### config.mk
export PLATFORM = sky130hd
export DESIGN_NAME = alu_exec_unit
export DESIGN_NICKNAME = d
export VERILOG_FILES = /design/src/rtl/alu_pkg.sv /design/src/rtl/alu_comb_datapath.sv /design/src/rtl/alu_exec_unit.sv
export SDC_FILE = /design/constraint.sdc
export NUM_CORES = 1
export LEC_CHECK = 0
export BUFFER_PORTS_ARGS = -buffer_cell sky130_fd_sc_hd__buf_2
export CORE_MARGIN = 2
export CORE_UTILIZATION = 25
export CTS_CLUSTER_SIZE = 24
export DETAILED_ROUTE_END_ITERATION = 8
export GPL_TIMING_DRIVEN = 0
export MAX_ROUTING_LAYER = met4
export PLACE_DENSITY = 0.45
export SYNTH_ARGS = -nofsm -noshare
export SYNTH_HDL_FRONTEND = slang
export SYNTH_SLANG_ARGS = --single-unit
### constraint.sdc
create_clock -name clk -period 3.1 [get_ports clk]
set_input_delay 0.775 -clock clk [delete_from_list [all_inputs] [get_ports clk]]
set_output_delay 0.775 -clock clk [all_outputs]
set_load 0.005 [all_outputs]
### src/rtl/alu_pkg.sv
// Shared ALUSel encoding, FSM state encoding and helpers for the execute-stage ALU.
// Used by alu_exec_unit and the ALU control decoder.
package alu_pkg;

    localparam int ALU_SEL_W = 4;

    localparam logic [ALU_SEL_W-1:0] ALU_ADD    = 4'b0000;
    localparam logic [ALU_SEL_W-1:0] ALU_SUB    = 4'b0001;
    localparam logic [ALU_SEL_W-1:0] ALU_SLL    = 4'b0010;
    localparam logic [ALU_SEL_W-1:0] ALU_SLT    = 4'b0011;
    localparam logic [ALU_SEL_W-1:0] ALU_SLTU   = 4'b0100;
    localparam logic [ALU_SEL_W-1:0] ALU_XOR    = 4'b0101;
    localparam logic [ALU_SEL_W-1:0] ALU_SRL    = 4'b0110;
    localparam logic [ALU_SEL_W-1:0] ALU_SRA    = 4'b0111;
    localparam logic [ALU_SEL_W-1:0] ALU_OR     = 4'b1000;
    localparam logic [ALU_SEL_W-1:0] ALU_AND    = 4'b1001;
    localparam logic [ALU_SEL_W-1:0] ALU_PASS_B = 4'b1010;

    localparam logic [1:0] ST_IDLE  = 2'd0;
    localparam logic [1:0] ST_SHIFT = 2'd1;
    localparam logic [1:0] ST_DONE  = 2'd2;

    function automatic logic is_shift_sel(input logic [ALU_SEL_W-1:0] sel);
        return (sel == ALU_SLL) || (sel == ALU_SRL) || (sel == ALU_SRA);
    endfunction

endpackage

### src/rtl/alu_comb_datapath.sv
// Single-cycle ALU operations and undefined-code detection, purely combinational.
// Shift codes return op_a unshifted; the caller seeds its shifter from it.
module alu_comb_datapath
    import alu_pkg::*;
#(
    parameter int XLEN = 32
) (
    input  logic [ALU_SEL_W-1:0] alu_sel,
    input  logic [XLEN-1:0]      op_a,
    input  logic [XLEN-1:0]      op_b,
    output logic [XLEN-1:0]      result,
    output logic                 illegal
);

    logic signed [XLEN-1:0] op_a_s;
    logic signed [XLEN-1:0] op_b_s;

    assign op_a_s = op_a;
    assign op_b_s = op_b;

    always_comb begin
        result  = '0;
        illegal = 1'b0;
        case (alu_sel)
            ALU_ADD:    result = op_a + op_b;
            ALU_SUB:    result = op_a - op_b;
            ALU_SLT:    result = {{(XLEN-1){1'b0}}, (op_a_s < op_b_s)};
            ALU_SLTU:   result = {{(XLEN-1){1'b0}}, (op_a < op_b)};
            ALU_XOR:    result = op_a ^ op_b;
            ALU_OR:     result = op_a | op_b;
            ALU_AND:    result = op_a & op_b;
            ALU_PASS_B: result = op_b;
            ALU_SLL,
            ALU_SRL,
            ALU_SRA:    result = op_a;
            default:    illegal = 1'b1;
        endcase
    end

endmodule

### src/rtl/alu_exec_unit.sv
// Execute-stage ALU with valid/ready handshakes; shifts iterate one bit per cycle.
// Define ALU_FAST_SHIFT_EN to replace the iterative shifter by a single-cycle barrel shifter.
module alu_exec_unit
    import alu_pkg::*;
#(
    parameter int XLEN = 32
) (
    input  logic                 clk,
    input  logic                 rst,
    input  logic                 in_valid,
    output logic                 in_ready,
    input  logic [ALU_SEL_W-1:0] alu_sel,
    input  logic [XLEN-1:0]      op_a,
    input  logic [XLEN-1:0]      op_b,
    output logic                 out_valid,
    input  logic                 out_ready,
    output logic [XLEN-1:0]      result,
    output logic                 zero,
    output logic                 illegal
);

    localparam int SHW = $clog2(XLEN);

    logic [1:0]      state;
    logic [XLEN-1:0] result_q;
    logic            illegal_q;
    logic [SHW-1:0]  shamt;
    logic [XLEN-1:0] dp_result;
    logic            dp_illegal;

    assign shamt = op_b[SHW-1:0];

    alu_comb_datapath #(.XLEN(XLEN)) u_dp (
        .alu_sel (alu_sel),
        .op_a    (op_a),
        .op_b    (op_b),
        .result  (dp_result),
        .illegal (dp_illegal)
    );

`ifdef ALU_FAST_SHIFT_EN
    logic signed [XLEN-1:0] op_a_s;
    logic        [XLEN-1:0] accept_result;

    assign op_a_s = op_a;

    always_comb begin
        accept_result = dp_result;
        case (alu_sel)
            ALU_SLL: accept_result = op_a << shamt;
            ALU_SRL: accept_result = op_a >> shamt;
            ALU_SRA: accept_result = $unsigned(op_a_s >>> shamt);
            default: accept_result = dp_result;
        endcase
    end
`else
    logic [SHW-1:0]       cnt;
    logic [ALU_SEL_W-1:0] sel_q;

    function automatic logic [XLEN-1:0] shift_one(input logic [ALU_SEL_W-1:0] sel,
                                                  input logic [XLEN-1:0]      v);
        case (sel)
            ALU_SLL: return {v[XLEN-2:0], 1'b0};
            ALU_SRL: return {1'b0, v[XLEN-1:1]};
            default: return {v[XLEN-1], v[XLEN-1:1]};
        endcase
    endfunction
`endif

    always_ff @(posedge clk) begin
        if (rst) begin
            state     <= ST_IDLE;
            result_q  <= '0;
            illegal_q <= 1'b0;
        end else begin
            case (state)
                ST_IDLE: begin
                    if (in_valid) begin
`ifdef ALU_FAST_SHIFT_EN
                        result_q  <= accept_result;
                        illegal_q <= dp_illegal;
                        state     <= ST_DONE;
`else
                        // Zero-count shifts complete like any single-cycle op.
                        if (is_shift_sel(alu_sel) && (shamt != '0)) begin
                            result_q  <= op_a;
                            cnt       <= shamt;
                            sel_q     <= alu_sel;
                            illegal_q <= 1'b0;
                            state     <= ST_SHIFT;
                        end else begin
                            result_q  <= dp_result;
                            illegal_q <= dp_illegal;
                            state     <= ST_DONE;
                        end
`endif
                    end
                end
`ifndef ALU_FAST_SHIFT_EN
                ST_SHIFT: begin
                    result_q <= shift_one(sel_q, result_q);
                    cnt      <= cnt - SHW'(1);
                    if (cnt == SHW'(1)) begin
                        state <= ST_DONE;
                    end
                end
`endif
                ST_DONE: begin
                    if (out_ready) begin
                        state <= ST_IDLE;
                    end
                end
                default: state <= ST_IDLE;
            endcase
        end
    end

    assign in_ready  = (state == ST_IDLE);
    assign out_valid = (state == ST_DONE);
    assign result    = result_q;
    assign zero      = (result_q == '0);
    assign illegal   = illegal_q;

endmodule

## Word level (Yosys, flattened, before mapping)

Cells that the tools add are included.

- Register bits: 44
- Output and inout bits: 36
- RAM bits: 0
- Memories kept: 0
- Bits in latches: 0
- Bits in read-only memories: 0
- Logic and storage cells: 66
- Input bits: 72

- Shift operators: 0
- Bitwise operators: 4
- Reduce and logical (&&, ||, !) cells: 16
- Order comparisons: 2
- Muxes and demuxes: 15
- Equal/unequal tests: 20
- Divide/modulo/power cells: 0
- Add/subtract/negate cells: 3
- Multiply operators: 0

Operators by type and width:

| kind | number |
|---|---|
| $pmux 32 s9 | 1 |
| $pmux 32 s2 | 2 |
| $lt 32x32->1 | 2 |
| $mux 32 | 2 |
| $add 32x32->32 | 1 |
| $and 32x32->32 | 1 |
| $logic_not 32->1 | 1 |
| $or 32x32->32 | 1 |
| $sub 32x32->32 | 1 |
| $xor 32x32->32 | 1 |
| $eq 4x3->1 const B | 5 |
| $eq 4x2->1 const B | 3 |
| $eq 4x4->1 const B | 3 |
| $reduce_or 11->1 | 1 |
| $mux 5 | 2 |
| $pmux 5 s2 | 1 |
| $mux 2 | 4 |
| $reduce_and 4->1 | 2 |
| $pmux 2 s3 | 1 |
| $reduce_and 3->1 | 2 |
| $eq 5x1->1 const B | 1 |
| $reduce_bool 5->1 | 1 |
| $sub 5x1->5 const B | 1 |
| $eq 4x1->1 const B | 1 |
| other kinds (14) | 19 |

## Depth between registers and ports, before layout

- Depth after elaboration: 7
- Depth in mapped cells: 13
- Mapped depth without buffers: 13

## Modules after synthesis

Synthesis repeated with hierarchy kept, for this count alone.

- Cell total of the unflattened synthesis: 1280
- Area total of the unflattened synthesis: 8724.6 µm²

Modules (own cells, without submodules):

| module | cells an instance | seq. area each (µm²) | area an instance (µm²) | times used |
|---|---|---|---|---|
| alu_comb_datapath | 848 | 0.0 | 5584.1 | 1 |
| alu_exec_unit | 432 | 970.9 | 3140.5 | 1 |

## Worst setup path after synthesis

OpenSTA, ideal clock, no wires.

- Path type: input port to flip-flop
- Start: in op_a[0]
- End: reg result_q[18] (netlist: result[18])
- Arrival: 3.116 ns
- Slack: -0.086 ns
- Setup time: 0.070 ns
- Cell stages on the path: 13
- Buffers on the path: 0
- Path through: inv_1 > ha_1 > inv_1 > fa_1 > nor2b_2 > o211ai_2 > a211oi_2 > a21oi_2 > and2_4 > o31ai_2 > o311a_1 > or4_1 > a21oi_1

- Longest elaborated chain between the ends: 5

Ends and longest elaborated chain:

| what | RTL line | RTL |
|---|---|---|
| start, declared | alu_exec_unit.sv:13 | `input logic [XLEN-1:0] op_a,` |
| $sub 32x32->32 / $add 32x32->32 (equally long branches) | alu_comb_datapath.sv:26, alu_comb_datapath.sv:25 |  |
| $pmux 32 s9 (*) | alu_comb_datapath.sv:24 | `case (alu_sel)` |
| $mux 32 (*) | alu_exec_unit.sv:85 | `if (is_shift_sel(alu_sel) && (shamt != '0)) begin` |
| $mux 32 (*) | alu_exec_unit.sv:78 | `if (in_valid) begin` |
| $pmux 32 s2 (*) | alu_exec_unit.sv:76 | `case (state)` |
| end signal, assigned | alu_exec_unit.sv:86 | `result_q <= op_a;` |
| end signal, assigned | alu_exec_unit.sv:92 | `result_q <= dp_result;` |
| end signal, assigned | alu_exec_unit.sv:101 | `result_q <= shift_one(sel_q, result_q);` |
| end, declared | alu_exec_unit.sv:25 | `logic [XLEN-1:0] result_q;` |

Mark *: on every way between the ends. The rest lies on a longest branch, timed or not. The select of a mux whose other input is x is not followed.
A chain may end at the register's enable or synchronous reset.

## Worst setup path after layout

- Start: in op_a[0]
- End: reg result_q[30] (netlist: result[30])

Same word-level chain as after synthesis.

==> results by group <==
Clock network
  • Clock Latency Late Sink: 290 ps
  • Root Buffer: clkbuf_16
  • CTS Buf Count: 5
  • Clock slew at reported path FFs: 60 ps
  • TritonCTS clock tree: yes
  • Clock Sink Count: 44
  • Max clock buf depth: 2
  • Htree depth: 2

Drt
  • # DRC: 0
  • 1st-iter DRT viols: 1114
  • Post-route ant nets: 0
  • Routed WL: 38.81 mm
  • Pre-antenna DRT Iters: 6
  • Routed wire per std cell: 23.24 µm
  • Vias per cell: 5.777
  • Via count: 9647

Timing
  • RSZ-0062 raised after global routing: true
  • Final Setup Violations: 12
  • Max_slew headroom: 37.46%
  • Final period util: 104.6%
  • Worst Tran Pin Value: 934.7 ps
  • Slew Limit Fails: 0
  • Final Skew: 7.142 ps
  • Clock period minus worst slack: 3244 ps
  • Worst Slack Setup Final: -144.1 ps
  • Fin. Hold Viols: 0
  • Highest Clock Rate: 308.3 MHz

GRT
  • First-pass GRT wire length: 57.76 mm
  • Initial antenna violation count: 0
  • Number of global-route vias before repair: 9163
  • Largest net degree at the start of global routing: 15
  • GRT Resource Usage Total: 23.71%
  • GRT Residual Overflow: 0

Critical path
  • Reg-to-Reg Start: state[0]$_SDFFE_PP0P_
  • Worst Reg-to-Reg Cells: 8
  • Required @ worst endpoint: 3260 ps
  • FF-to-FF setup slack: 240 ps
  • Setup crit end kind: register
  • Worst-path fanout max: 3
  • CP Launch Type: input port
  • Setup CP Type: input port to register
  • Worst Path Arrival: 3400 ps
  • Reg2reg end: result[27]$_SDFFE_PP0P_

Floorplan
  • Die Span X: 180.0 µm
  • Ports: 108
  • Rows: 64
  • Chip height: 180.0 µm
  • Core box area: 30510 µm²
  • Initial Util: 25.38%
  • DIE AREA: 32400 µm²

Final layout
  • Reg area: 970.9 µm²
  • Number of fillers in the final layout: 3288
  • Final net count: 1445
  • Footprint of the multi-input gates: 6972 µm²
  • Share of layout cells above drive strength 1: 27.16%
  • ANT cells: 0
  • Finished Layout Cells: 1670
  • Synth-to-Final Area Change: 32.74%

Placed design
  • Gpl congestion: 0.9878
  • Placed cells: 1632
  • PortBufs: 106
  • Setup WS pre-CTS: -1378 ps
  • Dpl hpwl: 30.50 mm

Synthesis
  • Syn_area_per_cell: 6.853 µm²
  • EDFF count, synth: 9
  • Synthesized cell area: 7744 µm²
  • Post-synth top flop: dfxtp_1
  • Post-synth top area share: 15.83%
  • Syn Nets: 1302
  • #FFs+latches synth: 44
  • Synth warn: 0
  • Distinct cell type count after synthesis: 88
  • Post-synth ARST share: 0%
  • Area contributors post-synth: ha_1, dfxtp_1, a21oi_1
  • Register area share after synthesis: 12.54%
  • Area leader, netlist: ha_1
  • Post-Synthesis Cells: 1130

Run status
  • Status: finished, violations left
  • Violated checks: negative setup slack

Flow run
  • Max Cap Violations: 0

Worst hold path
  • Hold path depth: 2
  • WHS Endpoint: result[7]$_SDFFE_PP0P_
  • HP Start: result[7]$_SDFFE_PP0P_
  • Hold Crit Class: register to register

Power
  • Cell Pwr Density: 294.4 nW/µm²
  • Pwr Total: 0.003026 W
  • Worst vdd ir: 0.1943 mV
  • Leak pwr: 4.152 nW
==> cells in the final DEF, fill, tap and decap left out, types with 7 or more instances in the layout <==
cell type	n
a31oi_1	17
buf_4	40
a21oi_1	83
o21ai_1	10
nor2_1	79
o21a_1	8
o211ai_1	22
nand4_1	11
buf_6	9
a22oi_1	17
a211oi_2	10
a221oi_1	8
a222oi_1	8
o21ai_2	8
inv_1	91
a221o_1	9
nand3_1	38
nor4_1	14
clkbuf_2	16
edfxtp_1	9
a21oi_2	15
a21oi_4	8
nor2b_1	8
clkbuf_1	28
a211oi_1	13
buf_2	108
o31ai_1	7
o21ai_0	61
nor3_1	25
nand2_1	132
dfxtp_1	35
ha_4	7
ha_1	86
mux2i_1	10
==> cell usage after synthesis (6+ instances only) <==
| cell | instances |
|---|---|
| xnor2_1 | 7 |
| nor2_1 | 86 |
| a222oi_1 | 8 |
| a221oi_1 | 13 |
| a311o_1 | 6 |
| inv_1 | 104 |
| nand2_1 | 134 |
| a22oi_1 | 18 |
| nand4_1 | 11 |
| buf_1 | 7 |
| ha_1 | 98 |
| a31oi_1 | 22 |
| dfxtp_1 | 35 |
| a211oi_1 | 23 |
| and3_1 | 6 |
| a21oi_1 | 101 |
| nand2b_1 | 7 |
| o31ai_1 | 11 |
| buf_2 | 9 |
| nor4_1 | 17 |
| o21ai_0 | 76 |
| nor2b_1 | 8 |
| or2_2 | 6 |
| a311oi_1 | 6 |
| nor3_1 | 29 |
| a21o_1 | 6 |
| clkbuf_1 | 55 |
| edfxtp_1 | 9 |
| nand3_1 | 41 |
| mux2i_1 | 10 |
| o21bai_1 | 7 |
| a221o_1 | 9 |
| o21a_1 | 8 |
| o211ai_1 | 22 |
==> metal layers <==
layer	track usage, %	vias up	wire length [µm]
met2	36.31	481	17050
met4	7.252	0	1318
met1	31.92	4626	17160
met3	3.809	84	3273
li1	-	4456	-
met5	-	-	0
==> per-stage QoR <==
step / util [%] / hold WS (ps) / setup TNS [ps] / area (µm²)
6_report: 33.69 / 520.1 / -886.6 / 10280
5_1_grt: 33.69 / 560.3 / -1942 / 10280
2_1_floorplan: - / 483.2 / -9.752 / 7792
3_5_place_dp: 28.90 / 511.9 / -38000 / 8818
4_1_cts: 31.58 / 520.0 / -1183 / 9634
3_3_place_gp: 28.90 / 511.1 / -37780 / 8818
==> where the power goes <==
part | internal, W | leakage (nW) | switching, W
logic | 0.000639 | 3.70 | 0.00107
registers | 0.000635 | 0.370 | 0.0000754
clock network | 0.000371 | 0.0852 | 0.000232
total | 0.00165 | 4.15 | 0.00138
==> area by class of cell <==
type | count | area share (%)
repair buffers | 141 | 8.338
inverters | 106 | 4.175
well taps | 396 | 4.820
plain buffers | 72 | 3.713
clock inverters | 1 | 0.08521
multi-input cells | 903 | 67.83
flip-flops and latches | 44 | 9.446
clock buffers | 7 | 1.595
==> sequential cells by signal, indices dropped and copies added, names as in the netlist <==
signal,count
cnt,5
result,32
sel_q,4
illegal,1
state,2
==> critical path: stages <==
cell	delay (ps)
buf_8	90
inv_4	40
ha_4	150
inv_2	50
fa_2	200
nor2b_4	180
o211ai_4	100
a211oi_4	390
a21oi_2	140
a2111oi_4	290
buf_4	190
o2111ai_4	140
mux2i_1	180
a221oi_2	350
a211oi_2	110
==> how the worst max path moves through the flow <==
stage | endpoint | from | slack, ps | depth (start not counted)
after floorplan | result[18]$_SDFFE_PP0P_ | op_a[0] | -10 | 13
after global placement | result[16]$_SDFFE_PP0P_ | alu_sel[1] | -1350 | 10
after detailed placement | result[16]$_SDFFE_PP0P_ | alu_sel[1] | -1380 | 10
after CTS | result[18]$_SDFFE_PP0P_ | op_a[0] | -180 | 14
after global routing | result[30]$_SDFFE_PP0P_ | op_a[0] | -230 | 15
final | result[30]$_SDFFE_PP0P_ | op_a[0] | -140 | 15
==> timing repair <==
item / in CTS / in global routing
endpoints found under the setup margin: 41 / 30
buffers inserted: 11 / 23
gates resized for setup: 142 / 110
hold endpoints to repair: 0 / 0
hold buffers: 0 / 0
gates cloned: 0 / 1
pin swaps: 39 / 56
==> cell families (layout without fill, tap and decap cells) <==
group / after synthesis / in the layout / share of synthesized area (%)
and+or+nand+nor: 370 / 370 / 22.25
xor gates and xnor gates: 12 / 12 / 1.357
AOI/OAI and AO/OA: 411 / 411 / 36.76
DFF: 44 / 44 / 12.54
buffers and inverters: 183 / 327 / 9.452
adders and majority gates: 100 / 100 / 16.35
muxes: 10 / 10 / 1.293
Note: power is estimated with default switching activity, not from simulation.
